File: src/rtl/magnitude_comparator_seq_if.sv
// rtl/magnitude_comparator_seq_if.sv - operand/result handshake bundle for magnitude_comparator_seq
interface magnitude_comparator_seq_if #(
  parameter int WIDTH = 32
);
  logic             in_valid;
  logic             in_ready;
  logic [WIDTH-1:0] x1;
  logic [WIDTH-1:0] x2;
  logic             sgn;
  logic             out_valid;
  logic             out_ready;
  logic             L;
  logic             E;
  logic             G;

  modport master (
    output in_valid, x1, x2, sgn, out_ready,
    input  in_ready, out_valid, L, E, G
  );

  modport slave (
    input  in_valid, x1, x2, sgn, out_ready,
    output in_ready, out_valid, L, E, G
  );
endinterface

File: src/rtl/magnitude_comparator_seq.sv
// rtl/magnitude_comparator_seq.sv - chunk-serial magnitude comparator, MSB chunk first
// Optional early termination on the first differing chunk: MAGCMP_EARLY_EXIT_EN
module magnitude_comparator_seq #(
  parameter int WIDTH = 32,
  parameter int CHUNK = 4
) (
  input logic                         clk,
  input logic                         rst,
  magnitude_comparator_seq_if.slave   bus
);
  localparam int NCHUNK = WIDTH / CHUNK;
  localparam int IDXW   = (NCHUNK > 1) ? $clog2(NCHUNK) : 1;

`ifdef MAGCMP_EARLY_EXIT_EN
  localparam bit EARLY = 1'b1;
`else
  localparam bit EARLY = 1'b0;
`endif

  if (WIDTH % CHUNK != 0) begin : g_bad_chunk
    $error("magnitude_comparator_seq: WIDTH (%0d) must be a multiple of CHUNK (%0d)", WIDTH, CHUNK);
  end

  typedef enum logic [1:0] {IDLE, CMP, DONE} state_t;

  state_t            state;
  logic [WIDTH-1:0]  a_q;
  logic [WIDTH-1:0]  b_q;
  logic [IDXW-1:0]   idx;
  logic              decided;
  logic              gt_q;

  logic [WIDTH-1:0]  a_sh;
  logic [WIDTH-1:0]  b_sh;
  logic [CHUNK-1:0]  a_chunk;
  logic [CHUNK-1:0]  b_chunk;
  logic              diff;
  logic              now_dec;
  logic              now_gt;
  logic              last;

  assign a_sh    = a_q >> (CHUNK * int'(idx));
  assign b_sh    = b_q >> (CHUNK * int'(idx));
  assign a_chunk = a_sh[CHUNK-1:0];
  assign b_chunk = b_sh[CHUNK-1:0];
  assign diff    = (a_chunk != b_chunk);

  // A result decided on a higher chunk is sticky; lower chunks only matter while undecided.
  assign now_dec = decided | diff;
  assign now_gt  = decided ? gt_q : (a_chunk > b_chunk);
  assign last    = (idx == '0) || (EARLY && diff);

  assign bus.in_ready = (state == IDLE) && !rst;

  always_ff @(posedge clk or posedge rst) begin
    if (rst) begin
      state         <= IDLE;
      a_q           <= '0;
      b_q           <= '0;
      idx           <= '0;
      decided       <= 1'b0;
      gt_q          <= 1'b0;
      bus.out_valid <= 1'b0;
      bus.L         <= 1'b0;
      bus.E         <= 1'b0;
      bus.G         <= 1'b0;
    end else begin
      case (state)
        IDLE: begin
          if (bus.in_valid) begin
            // Flipping the sign bits maps two's-complement order onto unsigned order.
            a_q     <= {bus.x1[WIDTH-1] ^ bus.sgn, bus.x1[WIDTH-2:0]};
            b_q     <= {bus.x2[WIDTH-1] ^ bus.sgn, bus.x2[WIDTH-2:0]};
            idx     <= IDXW'(NCHUNK - 1);
            decided <= 1'b0;
            gt_q    <= 1'b0;
            state   <= CMP;
          end
        end
        CMP: begin
          if (last) begin
            bus.out_valid <= 1'b1;
            bus.L         <= now_dec & ~now_gt;
            bus.E         <= ~now_dec;
            bus.G         <= now_dec & now_gt;
            state         <= DONE;
          end else begin
            idx     <= idx - 1'b1;
            decided <= now_dec;
            gt_q    <= now_gt;
          end
        end
        DONE: begin
          if (bus.out_ready) begin
            bus.out_valid <= 1'b0;
            bus.L         <= 1'b0;
            bus.E         <= 1'b0;
            bus.G         <= 1'b0;
            state         <= IDLE;
          end
        end
        default: state <= IDLE;
      endcase
    end
  end
endmodule

File: src/flat_wrapper.sv
// flat-port wrapper written by rule: the top's interface ports become plain ports
module magnitude_comparator_seq_flat 
#(
  parameter int WIDTH = 32,
  parameter int CHUNK = 4
)
  (clk, rst, bus_in_valid, bus_x1, bus_x2, bus_sgn, bus_out_ready, bus_in_ready, bus_out_valid, bus_L, bus_E, bus_G);
  magnitude_comparator_seq_if #(.WIDTH(WIDTH)) bus_i ();
  input logic clk;
  input logic rst;
  input wire logic [$bits(bus_i.in_valid)-1:0] bus_in_valid;
  input wire logic [$bits(bus_i.x1)-1:0] bus_x1;
  input wire logic [$bits(bus_i.x2)-1:0] bus_x2;
  input wire logic [$bits(bus_i.sgn)-1:0] bus_sgn;
  input wire logic [$bits(bus_i.out_ready)-1:0] bus_out_ready;
  output wire logic [$bits(bus_i.in_ready)-1:0] bus_in_ready;
  output wire logic [$bits(bus_i.out_valid)-1:0] bus_out_valid;
  output wire logic [$bits(bus_i.L)-1:0] bus_L;
  output wire logic [$bits(bus_i.E)-1:0] bus_E;
  output wire logic [$bits(bus_i.G)-1:0] bus_G;
  assign bus_i.in_valid = bus_in_valid;
  assign bus_i.x1 = bus_x1;
  assign bus_i.x2 = bus_x2;
  assign bus_i.sgn = bus_sgn;
  assign bus_i.out_ready = bus_out_ready;
  assign bus_in_ready = bus_i.in_ready;
  assign bus_out_valid = bus_i.out_valid;
  assign bus_L = bus_i.L;
  assign bus_E = bus_i.E;
  assign bus_G = bus_i.G;
  magnitude_comparator_seq #(.WIDTH(WIDTH), .CHUNK(CHUNK)) u_core (.clk(clk), .rst(rst), .bus(bus_i));
endmodule
File: config.mk
export PLATFORM = sky130hd
export DESIGN_NAME = magnitude_comparator_seq_flat
export DESIGN_NICKNAME = d
export VERILOG_FILES = /design/src/rtl/magnitude_comparator_seq_if.sv /design/src/rtl/magnitude_comparator_seq.sv /design/src/flat_wrapper.sv
export SDC_FILE = /design/constraint.sdc
export NUM_CORES = 1
export LEC_CHECK = 0
export ABC_AREA = 1
export CAP_MARGIN = 20
export CORE_MARGIN = 10
export CORE_UTILIZATION = 40
export DETAILED_ROUTE_END_ITERATION = 10
export RECOVER_POWER = 25
export SLEW_MARGIN = 10
export SYNTH_ARGS = -nofsm -noshare
export SYNTH_HDL_FRONTEND = slang
export SYNTH_SLANG_ARGS = --single-unit
File: constraint.sdc
create_clock -name clk -period 3 [get_ports clk]
set_clock_uncertainty 0.1 [all_clocks]
set_input_delay 0.3 -clock clk [delete_from_list [all_inputs] [get_ports clk]]
set_output_delay 0.3 -clock clk [all_outputs]
set_load 0.01 [all_outputs]
==> results.txt <==
worst hold path class -> flop to flop
post-CTS setup buffers -> 0
CTS Buffer Depth -> 2
Synth warnings -> 0
Post-Syn Area per Cell -> 7.71 sq um
hold depth -> 2
Sink Count -> 75
row count -> 34
Max-Cap Viols -> 1
pre-CTS WS -> 595 ps
crit start category -> flop
Core Util, Final -> 0.531
Starting Density -> 0.414
CP top delay family -> flip-flops
power per cell area -> 1010 nW/um^2
CTS-repair resized insts -> 0
outcome -> finished, violations left
routability cong. -> 0.834
setup slack after layout -> 583 ps
Cells after Synth -> 471
routed via count -> 3105
setup tns final -> 0 ps
dominant cells by area after synthesis -> dfrtp_1 52%, nand2_1 22%, o21ai_0 5.9%
Worst-path clk slew -> 70 ps
global-route wire length before repair -> 15000 microns
Netlist cell types -> 25
Num CTS Buffers -> 9
crit path cell chain -> clkinv_1 -> o211ai_1 -> nand2_1 -> ha_1 -> nand2_1 -> nor2_1 -> nand2_1 -> nand4_1 -> nand2_1
unrepaired setup endpoints after global routing -> false
pin count of the biggest net entering global routing -> 76
post-detail-place hpwl -> 6180 microns
Worst path max stage delay -> 650 ps
WP depth -> 9
Setup crit end kind -> flop
vias per cell -> 4.78
Final #Nets -> 611
hold violation total from the final report -> 0
FF-to-FF path depth -> 9
vias in the first global route -> 3134
hold_buf cts -> 0
Worst-Skew Late Latency -> 340 ps
CTS tree -> done
most frequent cell on the critical path -> nand2_1
Final min period -> 2420 ps
WP data required -> 3130 ps
initial antenna violation count -> 0
Rel. slew slack -> -0.196
initial drt markers -> 124
failing checks -> max-capacitance violations, max-slew violations
Tcrit/Tclk final -> 0.806
IO Pins -> 74
H-tree lvl count -> 3
sequential fraction of the synthesis area -> 0.517
CP max FO -> 12
Area growth syn-to-layout -> 28.0%
All-Layer GR Usage -> 0.136
antenna cells -> 0
post-DR wirelength/cell -> 13.4 microns
slowest CP cell -> dfrtp_1
Antenna Violating Nets Remaining -> 0
final setup fails -> 0
DR DRC count -> 0
kind of critical path -> flop to flop
drt pass-1 iters -> 4
share of cells above drive strength 1 -> 0.0518
FMAX -> 0.414 GHz
EDFF count, synth -> 0
total power -> 4.70 mW
die width -> 115 microns
worst path bufs/invs -> 1
worst slew pin tran -> 1790 ps
flops & latches, synth -> 75
cell accounting for the most synthesized area -> dfrtp_1
Post-Route WL -> 8730 microns
Filler cells -> 867
Final Cell Area -> 4650 sq um
Leak -> 2.32 nW
Async S/R FF share, synth -> 1.00
core area -> 8760 sq um
Synth top cells by count -> 216 x nand2_1, 75 x dfrtp_1, 43 x o21ai_0
DIE AREA -> 13300 sq um
VDD IR-drop max -> 0.418 mV
die height -> 115 microns
count leader, synth -> nand2_1
Clock Root Buffer -> clkbuf_8
top_reg_cell synth -> dfrtp_1
syn_nets -> 546
Slew Limit Fails -> 76
DP Area -> 4420 sq um
CP arrival -> 2550 ps
Post-Syn Area -> 3630 sq um
# port buffers -> 73
GR Overflow Total -> 0
post-synth top area share -> 0.517
cell families (layout without fill, tap and decap cells):
group           Yosys count  in the layout  synth area share
compound gates           68             68             0.102
xor+xnor                  2              2           0.00482
fa+ha+maj                 6              6            0.0207
buf+inv                  53            123            0.0679
flops                    75             75             0.517
simple gates            267            267             0.288
flip-flops by register name, indices dropped and copies added, names as in the netlist:
name	flops
u_core.a_q	32
u_core.b_q	32
u_core.bus.E	1
u_core.bus.G	1
u_core.bus.L	1
u_core.bus.out_valid	1
u_core.decided	1
u_core.gt_q	1
u_core.idx	3
u_core.state	2
worst min-delay path, delay by kind of cell (launching register included):
kind | cells | cell delay, ps
DFF | 1 | 350
and+or+nand+nor | 2 | 90
path summary, 6_finish.rpt:
path / start / endpoint / slack (ps)
min in group asynchronous: rst / u_core.state[0]$_DFFE_PP0P_ / 950
hold reg to reg: u_core.bus.out_valid$_DFFE_PP0P_ / u_core.bus.out_valid$_DFFE_PP0P_ / 370
hold / removal: u_core.bus.out_valid$_DFFE_PP0P_ / u_core.bus.out_valid$_DFFE_PP0P_ / 370
setup reg to reg: u_core.idx[2]$_DFFE_PP0P_ / u_core.gt_q$_DFFE_PP0P_ / 580
max in group asynchronous: rst / u_core.a_q[12]$_DFFE_PP0P_ / 780
setup / recovery: u_core.idx[2]$_DFFE_PP0P_ / u_core.gt_q$_DFFE_PP0P_ / 580
placed cells by master, fill, tap and decap left out:
cell / synthesis / routed
o21ai_0: 43 / 43
clkdlybuf4s50_1: 0 / 72
clkinv_1: 1 / 2
inv_2: 4 / 4
bufinv_16: 0 / 3
dlygate4sd3_1: 0 / 1
ha_1: 6 / 6
a21oi_1: 12 / 12
buf_12: 0 / 1
dfrtp_1: 75 / 75
xnor2_1: 2 / 2
clkbuf_1: 5 / 1
clkbuf_8: 0 / 10
o211ai_1: 10 / 10
nand3_1: 8 / 8
inv_1: 24 / 23
nand2_1: 216 / 216
or2_2: 1 / 1
clkbuf_2: 1 / 1
nand4_1: 2 / 2
nor2_4: 1 / 1
nand3_4: 1 / 1
o21ai_2: 1 / 1
nor2_1: 35 / 35
clkinv_2: 0 / 2
o21ai_1: 2 / 2
nor3_1: 2 / 2
nand3b_1: 1 / 1
buf_4: 2 / 3
through the flow:
step	instances	hold slack, ps
6_report	649	374
4_1_cts	649	311
3_3_place_gp	633	359
5_1_grt	649	381
2_1_floorplan	471	310
3_5_place_dp	633	361
report_power, final:
part | leakage (nW) | total, mW | switching (mW) | internal (mW)
Combinational | 1.27 | 2.04 | 1.26 | 0.776
Clock | 0.123 | 0.928 | 0.355 | 0.573
Sequential | 0.931 | 1.73 | 0.250 | 1.48
Total | 2.32 | 4.70 | 1.87 | 2.83
final cells by class:
| class | count | area [sq um] | share of cell area |
|---|---|---|---|
| clock inverters | 5 | 100 | 0.0215 |
| repair buffers | 78 | 778 | 0.167 |
| flip-flops and latches | 75 | 1880 | 0.404 |
| well taps | 108 | 135 | 0.0291 |
| multi-input cells | 343 | 1510 | 0.325 |
| clock buffers | 11 | 141 | 0.0304 |
| inverters | 29 | 109 | 0.0234 |
metal layers:
| metal | wire [microns] | GRT usage | up-vias |
|---|---|---|---|
| li1 | - | - | 1612 |
| met1 | 4190 | 0.173 | 1425 |
| met4 | 127 | 0.0503 | 0 |
| met5 | 0 | 0 | - |
| met3 | 418 | 0.0359 | 12 |
| met2 | 3990 | 0.218 | 56 |
No activity file was read; power rests on OpenSTA's default activity.
